### src/rtl/rom_arb_pkg.sv
// Shared types and default sizing for the ROM port arbiter.
// The ROM_ARB_STATS_EN macro (used by rom_port_arbiter) enables the statistics counters.
package rom_arb_pkg;

    localparam int ADDR_W_DEF     = 12;
    localparam int DATA_W_DEF     = 8;
    localparam int STARVE_MAX_DEF = 1024;

    typedef enum logic [1:0] {
        IDLE = 2'd0,
        WAIT = 2'd1,
        DATA = 2'd2
    } arb_state_t;

endpackage

### src/rtl/rom_arb_sat_cnt.sv
// Saturating up-counter with synchronous clear; used for the starve timer and the stats.
module rom_arb_sat_cnt #(
    parameter int          W   = 16,
    parameter int unsigned MAX = 32'd65535
)(
    input  logic         clk,
    input  logic         rst,
    input  logic         clr,
    input  logic         inc,
    output logic [W-1:0] cnt
);
    localparam logic [W-1:0] MAX_V = W'(MAX);

    logic [W-1:0] cnt_r;

    // Count register: clear wins over increment, holds at MAX_V
    always_ff @(posedge clk or negedge rst) begin
        if (!rst) begin
            cnt_r <= '0;
        end else if (clr) begin
            cnt_r <= '0;
        end else if (inc && (cnt_r != MAX_V)) begin
            cnt_r <= cnt_r + W'(1);
        end else begin
            cnt_r <= cnt_r;
        end
    end

    assign cnt = cnt_r;

endmodule

### src/rtl/rom_port_arbiter.sv
// Single-port ROM arbiter: display fetches always win, host reads fill idle slots.
// Define ROM_ARB_STATS_EN to build the host-read and blocked-cycle statistics counters.
module rom_port_arbiter
    import rom_arb_pkg::*;
#(
    parameter int ADDR_W     = ADDR_W_DEF,
    parameter int DATA_W     = DATA_W_DEF,
    parameter int STARVE_MAX = STARVE_MAX_DEF
)(
    input  logic              clk,
    input  logic              rst,
    input  logic              disp_req,
    input  logic [ADDR_W-1:0] disp_addr,
    output logic [DATA_W-1:0] disp_data,
    output logic              disp_valid,
    input  logic              host_req,
    input  logic [ADDR_W-1:0] host_addr,
    output logic              host_ack,
    output logic [DATA_W-1:0] host_rdata,
    output logic              host_rvalid,
    output logic              host_starve,
    output logic              rom_ce,
    output logic [ADDR_W-1:0] rom_ad,
    input  logic [DATA_W-1:0] rom_dout,
    output logic [15:0]       stat_host_reads,
    output logic [15:0]       stat_block_cycles
);
    localparam int              SC_W   = $clog2(STARVE_MAX + 1);
    localparam logic [SC_W-1:0] SC_MAX = SC_W'(STARVE_MAX);

    arb_state_t        state_r;
    logic              disp_valid_r;
    logic [DATA_W-1:0] host_rdata_r;
    logic [SC_W-1:0]   starve_cnt_s;
    logic              host_issue_s;
    logic              blocked_s;
    logic              starve_clr_s;

    assign host_issue_s = host_req & ~disp_req;
    assign blocked_s    = host_req & disp_req;
    assign starve_clr_s = host_issue_s | ~host_req;

    // ROM port mux: display has absolute priority, bus parks at zero when unused
    always_comb begin
        rom_ce = 1'b0;
        rom_ad = '0;
        if (disp_req) begin
            rom_ce = 1'b1;
            rom_ad = disp_addr;
        end else if (host_issue_s) begin
            rom_ce = 1'b1;
            rom_ad = host_addr;
        end else begin
            rom_ce = 1'b0;
            rom_ad = '0;
        end
    end

    // Host FSM plus display valid and host data hold registers
    always_ff @(posedge clk or negedge rst) begin
        if (!rst) begin
            state_r      <= IDLE;
            disp_valid_r <= 1'b0;
            host_rdata_r <= '0;
        end else begin
            disp_valid_r <= disp_req;
            if (state_r == DATA) begin
                host_rdata_r <= rom_dout;
            end else begin
                host_rdata_r <= host_rdata_r;
            end
            case (state_r)
                IDLE, WAIT, DATA: begin
                    if (host_issue_s) begin
                        state_r <= DATA;
                    end else if (host_req) begin
                        state_r <= WAIT;
                    end else begin
                        state_r <= IDLE;
                    end
                end
                default: state_r <= IDLE;
            endcase
        end
    end

    // In DATA the ROM output already holds the host word, so it is forwarded in that cycle
    assign host_ack    = host_issue_s;
    assign host_rvalid = (state_r == DATA);
    assign host_rdata  = host_rvalid ? rom_dout : host_rdata_r;
    assign disp_data   = rom_dout;
    assign disp_valid  = disp_valid_r;
    assign host_starve = (starve_cnt_s == SC_MAX);

    rom_arb_sat_cnt #(.W(SC_W), .MAX(STARVE_MAX)) u_starve_cnt (
        .clk (clk),
        .rst (rst),
        .clr (starve_clr_s),
        .inc (blocked_s),
        .cnt (starve_cnt_s)
    );

`ifdef ROM_ARB_STATS_EN
    rom_arb_sat_cnt #(.W(16), .MAX(32'd65535)) u_stat_reads (
        .clk (clk),
        .rst (rst),
        .clr (1'b0),
        .inc (host_issue_s),
        .cnt (stat_host_reads)
    );

    rom_arb_sat_cnt #(.W(16), .MAX(32'd65535)) u_stat_block (
        .clk (clk),
        .rst (rst),
        .clr (1'b0),
        .inc (blocked_s),
        .cnt (stat_block_cycles)
    );
`else
    assign stat_host_reads   = 16'h0000;
    assign stat_block_cycles = 16'h0000;
`endif

endmodule

### config.mk
export PLATFORM = sky130hd
export DESIGN_NAME = rom_port_arbiter
export DESIGN_NICKNAME = d
export VERILOG_FILES = /design/src/rtl/rom_arb_pkg.sv /design/src/rtl/rom_arb_sat_cnt.sv /design/src/rtl/rom_port_arbiter.sv
export SDC_FILE = /design/constraint.sdc
export NUM_CORES = 1
export LEC_CHECK = 0
export BUFFER_PORTS_ARGS = -buffer_cell sky130_fd_sc_hd__buf_2
export CAP_MARGIN = 20
export CORE_MARGIN = 4
export CORE_UTILIZATION = 25
export DETAILED_ROUTE_END_ITERATION = 10
export SKIP_CTS_REPAIR_TIMING = 1
export SLEW_MARGIN = 5
export SYNTH_ARGS = -nofsm -noshare
export SYNTH_HDL_FRONTEND = slang
export SYNTH_HIERARCHICAL = 1
export SYNTH_SLANG_ARGS = --single-unit
### constraint.sdc
create_clock -name clk -period 2.7 [get_ports clk]
set_input_delay 0.27 -clock clk [delete_from_list [all_inputs] [get_ports clk]]
set_output_delay 0.27 -clock clk [all_outputs]
set_load 0.01 [all_outputs]
==> impl_metrics.py, run 1 <==
metrics = {
    "synthesis": {
        "synth-async-reset-ratio_pct": 100,
        "syn-cell-area_um2": 1550,
        "ys_seq_area_share_pct": 35.5,
        "synth_cell_type_count": 35,
        "ys_ff_latch": 22,
        "synth_flop_cell": "dfrtp_1",
        "yosys_warnings": 6,
        "syn_inst": 155,
        "syn_avg_cell_area_um2": 10.0,
        "synth_edf_count": 0,
    },
    "job": {
        "drv_cap": 0,
    },
    "placed_design": {
        "hpwl_um": 2710,
        "io_buffers": 68,
        "routabilityCongestion": 0.791,
        "pre_cts_ws_ps": 881,
    },
    "setup_path": {
        "cp_cell_sequence": "nor2b_4 -> mux2_4 -> buf_2",
        "cp.required_ps": 2430,
        "cp_data_arrival_time_ps": 1530,
        "crit_path_max_fanout": 9,
        "start_kind": "register",
        "slowest_stage": "dfrtp_1",
        "worstSetupEndpointType": "output pin",
        "crit_type": "reg -> out",
        "max_stage_delay_ps": 420,
    },
    "final_layout": {
        "utilization_pct": 30.8,
        "n_antenna_cell": 0,
        "nFillCells": 626,
        "syn_to_final_growth_pct": 18.7,
        "fin_nets": 253,
        "drive_above_1_share_pct": 40.7,
    },
    "global_routing": {
        "antenna_found_initial": 0,
        "grt_pass1_wl_um": 5390,
        "grt_use_total_pct": 8.81,
        "overflow": 0,
        "grt_pass1_vias": 1207,
        "grt_max_degree": 23,
    },
    "timing": {
        "finalSetupViolations": 0,
        "max_clock_freq_ghz": 0.554,
        "relSlewSlack_pct": 66.4,
        "layout_min_cycle_time_ps": 1800,
        "period_share_pct": 66.8,
        "worst_pin_slew_ps": 502,
        "rsz0062_at_grt": "false",
        "finalHoldViolCount": 22,
        "fin_skew_ps": 6.77,
        "final-max-slew-violation-count": 0,
        "holdWs_ps": -40.2,
        "tns_ps": 0,
        "setup_slack_ps": 896,
    },
    "routing": {
        "vias_per_cell": 4.40,
        "final_antenna_net_count": 0,
        "firstDrtPassIters": 4,
        "vias": 1272,
        "post_drt_wl_per_cell_um": 11.9,
        "drcViolationCount": 0,
        "drtIter0Drc": 23,
        "wl_um": 3440,
    },
    "die": {
        "fp.dieW_um": 86.8,
        "row_count": 28,
        "ios": 101,
        "core_um2": 5990,
        "dieArea_um2": 7540,
        "die_y_um": 86.8,
        "initial_core_util_pct": 25.9,
    },
    "cts": {
        "clk_pin_slew_ps": 80,
        "clock_latency_ps": 260,
        "cts_tree": "done",
        "root_buffer": "clkbuf_8",
        "htreeDepth": 1,
        "clkSinkCount": 22,
        "cts_buffers": 3,
        "clockBufferDepth": 2,
    },
    "power_and_ir_drop": {
        "power_density_nw_per_um2": 474,
        "ir_worst_vdd_uv": 290,
        "power_leakage_nw": 0.929,
    },
    "outcome": {
        "violations": "negative hold slack",
        "outcome": "complete, but fails checks",
    },
    "min_path": {
        "hp-class": "in -> async",
    },
}
cells in the mapped netlist (all sizes together), types with 2 or more instances:
cell type  number  area share [%]
a21oi           7             2.3
a22o           12             6.8
buf            44              22
dfrtp          22              35
ha              2             1.6
inv             5             1.2
mux2            8             7.7
nand2           5             1.2
nand3           4             1.3
nand4           5             2.0
nor2            2            0.48
nor2b           3             1.9
o2111ai         3             1.7
o21ai           5             1.6
o31ai           3             1.5
or2b            2             1.1
or3             3             1.2
or4             7             3.6
xor2            2             1.1
logic make-up (layout without fill, tap and decap cells):
| group | Yosys count | in the layout | synth area share (%) |
|---|---|---|---|
| flip-flops | 22 | 22 | 35.5 |
| XOR/XNOR | 2 | 2 | 1.13 |
| AND/OR/NAND/NOR | 38 | 38 | 16.0 |
| AO/OA/AOI/OAI | 32 | 32 | 14.7 |
| multiplexers | 8 | 8 | 7.74 |
| buffers and inverters | 50 | 78 | 23.0 |
| other | 1 | 32 | 0.242 |
| adder cells (fa/ha/maj) | 2 | 2 | 1.61 |
cells in the final DEF (no fill, tap or decap), types with 5 or more instances in the layout:
cell type	count
buf_2	68
conb_1	32
dfrtp_1	22
a22o_1	12
mux2_4	8
a21oi_1	7
or4_1	6
nand2_1	5
inv_1	5
nand4_1	5
o21ai_0	5
stage by stage:
stage,instances,power (W),cell area [um2]
after floorplan,186,0.000534,1670
after global placement,285,0.000572,1770
after detailed placement,285,0.000577,1770
after CTS,289,0.000895,1840
after global routing,289,0.000927,1840
final,289,0.000874,1840
flip-flops by register name, indices dropped and copies added (netlist names):
signal and flops:
disp_valid 1, host_rdata_r 8, u_starve_cnt/cnt 11, state_r 2
worst max-delay path: cells and delay by family, from the launching register on:
family | cells | cell delay (ps)
buffers and inverters | 1 | 140
muxes | 1 | 340
DFF | 1 | 420
and+or+nand+nor | 1 | 360
per-layer routing:
| layer | GRT usage (%) | wire [um] | vias up |
|---|---|---|---|
| met5 | 0 | 0 | - |
| li1 | - | - | 604 |
| met4 | 2.97 | 41 | 0 |
| met3 | 1.90 | 316 | 2 |
| met2 | 15.3 | 1650 | 73 |
| met1 | 10.7 | 1440 | 593 |
report_power, final:
group	total, W	switching, W	internal, W
registers	0.000364	0.00000949	0.000355
logic	0.000202	0.000107	0.0000955
clock network	0.000307	0.000109	0.000198
cell type report:
type	instances	area, um2	share of cell area, %
Clock buffer	3	41.3	2.24
Inverter	5	18.8	1.02
Multi-Input combinational cell	114	761	41.3
Tap cell	75	93.8	5.09
Timing Repair Buffer	69	348	18.9
Clock inverter	1	30.0	1.63
Sequential cell	22	551	29.9
final timing paths:
check	startpoint	to	slack (ps)	cells after the start
worst max-delay path	state_r[0]	host_rdata[4]	900	3
worst min-delay path	rst	u_starve_cnt/cnt[1]	-40	1
max in group asynchronous	rst	host_rdata_r[4]	2390	1
min in group clk	rom_dout[0]	host_rdata_r[0]	260	2
worst max register to register	u_starve_cnt/cnt[7]	u_starve_cnt/cnt[0]	910	3
worst min register to register	state_r[1]	state_r[0]	490	1
No activity file was read; power rests on OpenSTA's default activity.
==> inputs of run 2 (changes only) <==
--- a/config.mk
+++ b/config.mk
@@ -5,6 +5,7 @@
 export SDC_FILE = /design/constraint.sdc
 export NUM_CORES = 1
 export LEC_CHECK = 0
+export ABC_AREA = 1
 export BUFFER_PORTS_ARGS = -buffer_cell sky130_fd_sc_hd__buf_2
 export CAP_MARGIN = 20
 export CORE_MARGIN = 4
==> constraint.sdc (replaced) <==
create_clock -name clk -period 1.7 [get_ports clk]
set_input_delay 0.17 -clock clk [delete_from_list [all_inputs] [get_ports clk]]
set_output_delay 0.17 -clock clk [all_outputs]
set_load 0.01 [all_outputs]
==> impl_metrics.py, run 2 <==
metrics = {
    "outcome": {
        "outcome": "finished, final reports clean",
    },
    "synthesis": {
        "yosysMostFrequentCell": "nand2_1",
        "yosys-top-cells-area": "dfrtp_1 (33%), nand2_1 (22%), buf_4 (18%)",
        "ys_ff_latch": 22,
        "synth_edf_count": 0,
        "synth_top_area_share_pct": 32.8,
        "synth_flop_cell": "dfrtp_1",
        "syn_inst": 244,
        "yosys_warnings": 6,
        "synth_top_cells_by_count": "nand2_1 (100), buf_4 (41), dfrtp_1 (22), inv_1 (22), nor2_1 (15)",
        "synth-async-reset-ratio_pct": 100,
        "syn-cell-area_um2": 1680,
        "synth_cell_type_count": 23,
        "syn_avg_cell_area_um2": 6.88,
        "ys_seq_area_share_pct": 32.8,
        "yosys.area.top_type": "dfrtp_1",
    },
    "die": {
        "row_count": 29,
        "core_um2": 6420,
        "ios": 101,
        "fp.dieW_um": 90.0,
        "initial_core_util_pct": 26.1,
        "dieArea_um2": 8090,
        "die_y_um": 90.0,
    },
    "power_and_ir_drop": {
        "p_total_w": 0.00136,
        "power_density_nw_per_um2": 678,
        "ir_worst_vdd_uv": 331,
        "power_leakage_nw": 1.19,
    },
    "timing": {
        "period_share_pct": 87.3,
        "worst_pin_slew_ps": 504,
        "fin_skew_ps": 2.27,
        "relSlewSlack_pct": 66.4,
        "rsz0062_at_grt": "false",
        "holdWs_ps": 136,
        "final-max-slew-violation-count": 0,
        "setup_slack_ps": 215,
        "max_clock_freq_ghz": 0.674,
        "layout_min_cycle_time_ps": 1480,
        "finalHoldViolCount": 0,
        "finalSetupViolations": 0,
    },
    "min_path": {
        "whs_path_depth": 3,
        "min_to": "host_rdata_r[3]",
        "hp-class": "in -> reg",
        "min_from": "rom_dout[3]",
    },
    "global_routing": {
        "grt_use_total_pct": 8.85,
        "grt_max_degree": 23,
        "grt_pass1_wl_um": 6130,
        "overflow": 0,
        "grt_pass1_vias": 1387,
        "met3_usage_pct": 1.42,
        "antenna_found_initial": 0,
        "grt_most_used_layer": "met2",
        "met1_usage_pct": 10.8,
        "met2_usage_pct": 15.3,
    },
    "setup_path": {
        "crit_type": "reg -> out",
        "worstSetupEndpointType": "output pin",
        "cpLargestDelayFamily": "simple AND/OR/NAND/NOR gates",
        "timing.rr.start": "u_starve_cnt/cnt[0]",
        "rrSetupSlack_ps": 240,
        "crit_path_max_fanout": 9,
        "critical_path_buf_inv_count": 2,
        "cp.required_ps": 1530,
        "start_kind": "register",
        "slowest_stage": "dfrtp_1",
        "r2r-end": "u_starve_cnt/cnt[8]",
        "max_stage_delay_ps": 400,
        "crit_top_cell": "nand2_1",
        "cp_cell_sequence": "or2_4 -> clkinv_8 -> nand2_1 -> nand2_1 -> buf_2",
        "rr_worst_depth": 8,
        "cp_data_arrival_time_ps": 1310,
    },
    "routing": {
        "wl_um": 3680,
        "post_drt_wl_per_cell_um": 9.62,
        "firstDrtPassIters": 4,
        "vias_per_cell": 4.04,
        "final_antenna_net_count": 0,
        "drcViolationCount": 0,
        "vias": 1548,
        "drtIter0Drc": 60,
    },
    "cts": {
        "root_buffer": "clkbuf_8",
        "clockBufferDepth": 2,
        "clk_pin_slew_ps": 80,
        "htreeDepth": 1,
        "cts_buffers": 3,
        "clock_latency_ps": 260,
        "clkSinkCount": 22,
        "cts_tree": "done",
    },
    "final_layout": {
        "syn_to_final_growth_pct": 19.1,
        "drive_above_1_share_pct": 27.1,
        "n_antenna_cell": 0,
        "layout_common_cells": "nand2_1 (100), buf_2 (68), conb_1 (32)",
        "fin_nets": 345,
        "largest_reg_flops": 11,
        "layout_commonest_cell": "nand2_1",
        "nFillCells": 693,
    },
    "job": {
        "drv_cap": 0,
    },
    "placed_design": {
        "hpwl_um": 2920,
        "routabilityCongestion": 0.812,
        "pre_cts_ws_ps": 259,
        "io_buffers": 68,
    },
}
run 2: cell count changes in the layout (fill, tap and decap cells not counted), sizes merged, moves of 8 or more:
cell	before	now
nand2	5	101
inv	5	22
nor2	2	19
a22o	12	0
mux2	8	0
nand3	4	12
run 2: kinds of logic after synthesis:
group,synth area share (%)
xor gates and xnor gates,2.09
buffers and inverters,25.4
AOI/OAI and AO/OA,2.01
adders and majority gates,1.49
other,0.223
DFF,32.8
and+or+nand+nor,36.0
run 2: how the worst max path moves through the flow:
stage | from | to | cells past startpoint
detailed placement | u_starve_cnt/cnt[0] | u_starve_cnt/cnt[6] | 8
global placement | state_r[1] | host_rdata[0] | 6
global route | u_starve_cnt/cnt[0] | u_starve_cnt/cnt[8] | 7
finish | state_r[0] | host_rdata[5] | 5
CTS | state_r[1] | host_rdata[5] | 6
floorplan | u_starve_cnt/cnt[0] | u_starve_cnt/cnt[6] | 6
run 2: routing by layer:
| metal | vias up | share of wire [%] | routed length, um |
|---|---|---|---|
| met4 | 0 | 1.7 | 61 |
| met2 | 66 | 48 | 1770 |
| met1 | 686 | 43 | 1580 |
| met3 | 2 | 7.5 | 277 |
| li1 | 794 | - | - |
| met5 | - | 0 | 0 |
run 2: area by class of cell:
type	count	area (um2)	share of cell area, %
flip-flops and latches	22	551	27.5
multi-input cells	186	821	41.1
well taps	77	96.3	4.82
inverters	24	103	5.13
clock buffers	3	41.3	2.07
repair buffers	70	358	17.9
clock inverters	1	30.0	1.50
run 2: stage by stage:
stage	TNS (ps)	utilization (%)	cells	instance area, um2
finish	0	31.1	383	2000
global route	0	31.1	383	2000
CTS	-202	30.9	382	1990
detailed placement	0	29.8	378	1920
global placement	0	29.8	378	1920
floorplan	0	-	275	1800
run 2: worst reg2reg max path, stage by stage, from the launching register on:
cell     delay (ps)
dfrtp_1         440
inv_1           100
ha_1            200
nand3_1          90
nor2_2           60
nor2_4          270
nor2_8           80
nand2_1          70
nand2_1          50
run 2: power breakdown:
part	internal, W	switching [W]
clock network	0.000314	0.000167
registers	0.000559	0.0000113
logic	0.000113	0.000191
==> inputs of run 3 (changes only) <==
--- a/config.mk
+++ b/config.mk
@@ -11,6 +11,7 @@
 export CORE_MARGIN = 4
 export CORE_UTILIZATION = 25
 export DETAILED_ROUTE_END_ITERATION = 10
+export MAX_ROUTING_LAYER = met4
 export SKIP_CTS_REPAIR_TIMING = 1
 export SLEW_MARGIN = 5
 export SYNTH_ARGS = -nofsm -noshare
==> impl_metrics.py, run 3 (same netlist as run 2, synthesis figures left out) <==
metrics = {
    "outcome": {
        "outcome": "finished, final reports clean",
    },
    "setup_path": {
        "crit_type": "reg -> out",
        "worstSetupEndpointType": "output pin",
        "cp_data_arrival_time_ps": 1310,
        "cp.required_ps": 1530,
        "crit_path_max_fanout": 9,
        "start_kind": "register",
    },
    "power_and_ir_drop": {
        "intPower_w": 0.000986,
        "ir_worst_vdd_uv": 331,
        "power_density_nw_per_um2": 678,
        "comb_power_share_pct": 22.4,
        "power_leakage_nw": 1.19,
        "p_total_w": 0.00136,
        "p_seq_share_pct": 42.1,
        "swShare_pct": 27.2,
        "clkPwrFrac_pct": 35.5,
        "power_switching_w": 0.000369,
    },
    "timing": {
        "layout_min_cycle_time_ps": 1480,
        "finalSetupViolations": 0,
        "period_share_pct": 87.3,
        "relSlewSlack_pct": 66.4,
        "finalHoldViolCount": 0,
        "tns_ps": 0,
        "worst_pin_slew_ps": 504,
        "rsz0062_at_grt": "false",
        "final-max-slew-violation-count": 0,
        "fin_skew_ps": 2.27,
        "holdWs_ps": 136,
        "max_clock_freq_ghz": 0.674,
    },
    "die": {
        "ios": 101,
        "die_y_um": 90.0,
        "initial_core_util_pct": 26.1,
        "dieArea_um2": 8090,
        "row_count": 29,
        "fp.dieW_um": 90.0,
        "core_um2": 6420,
    },
    "final_layout": {
        "syn_to_final_growth_pct": 19.1,
        "nFillCells": 693,
        "postLayoutCellArea_um2": 2000,
        "n_antenna_cell": 0,
        "fin_nets": 345,
        "regArea_um2": 551,
        "multi_input_comb_area_um2": 821,
        "layout_commonest_cell": "nand2_1",
        "largest_reg_flops": 11,
        "layout_common_cells": "nand2_1 (100), buf_2 (68), conb_1 (32)",
        "drive_above_1_share_pct": 27.1,
    },
    "routing": {
        "post_drt_wl_per_cell_um": 9.62,
        "drcViolationCount": 0,
        "final_antenna_net_count": 0,
        "vias_per_cell": 4.04,
        "firstDrtPassIters": 4,
        "vias": 1548,
        "wl_um": 3680,
        "drtIter0Drc": 63,
    },
    "cts": {
        "cts_buffers": 3,
        "clk_pin_slew_ps": 80,
        "clock_latency_ps": 260,
        "clkSinkCount": 22,
        "root_buffer": "clkbuf_8",
        "clockBufferDepth": 2,
        "htreeDepth": 1,
        "cts_tree": "done",
    },
    "placed_design": {
        "hpwl_um": 2920,
        "placed_cell_area_um2": 1920,
        "routabilityCongestion": 0.824,
        "io_buffers": 68,
    },
    "global_routing": {
        "antenna_found_initial": 0,
        "overflow": 0,
        "grt_pass1_vias": 1387,
        "grt_use_total_pct": 9.10,
        "grt_max_degree": 23,
        "grt_pass1_wl_um": 6140,
    },
    "min_path": {
        "hp-class": "in -> reg",
    },
    "job": {
        "drv_cap": 0,
    },
}
==> run 3: layout make-up <==
type | instances | share of cell area [%]
Sequential cell | 22 | 27.5
Multi-Input combinational cell | 186 | 41.1
Clock buffer | 3 | 2.07
Clock inverter | 1 | 1.50
Inverter | 24 | 5.13
Timing Repair Buffer | 70 | 17.9
Tap cell | 77 | 4.82
==> run 3: worst paths after layout <==
| check | start | to | slack, ps | cells past startpoint |
|---|---|---|---|---|
| worst max-delay path | state_r[0] | host_rdata[5] | 220 | 5 |
| worst min-delay path | rom_dout[3] | host_rdata_r[3] | 140 | 3 |
| worst max register to register | u_starve_cnt/cnt[0] | u_starve_cnt/cnt[8] | 240 | 8 |
| worst min register to register | state_r[1] | state_r[1] | 470 | 1 |
| max in group asynchronous | rst | u_starve_cnt/cnt[4] | 950 | 2 |
| min in group asynchronous | rst | host_rdata_r[7] | 410 | 2 |
==> run 3: power by group through the flow <==
stage | logic, W | clock network [W] | registers (W)
2_1_floorplan | 0.000237 | 0 | 0.000580
3_3_place_gp | 0.000302 | 0 | 0.000580
3_5_place_dp | 0.000304 | 0 | 0.000582
4_1_cts | 0.000306 | 0.000501 | 0.000571
5_1_grt | 0.000344 | 0.000531 | 0.000574
6_report | 0.000304 | 0.000481 | 0.000571
==> run 3: per-stage QoR <==
stage                     utilization [%]  worst slack (ps)  instances
after global routing                 31.1              58.0        383
after detailed placement             29.8               259        378
after global placement               29.8               275        378
final                                31.1               216        383
after floorplan                         -               391        275
after CTS                            30.9             -32.6        382
==> run 3: worst max-delay path, cell delays in order, from the launching register on <==
cell and delay, ps:
dfrtp_1 400, or2_4 320, clkinv_8 80, nand2_1 50
nand2_1 70, buf_2 130
==> run 3: routing by layer <==
metal	track usage (%)	wire, um	vias to the layer above
li1	-	-	794
met1	10.9	1580	686
met2	15.3	1770	66
met3	1.25	270	2
met4	3.95	61	0
met5	-	0	-
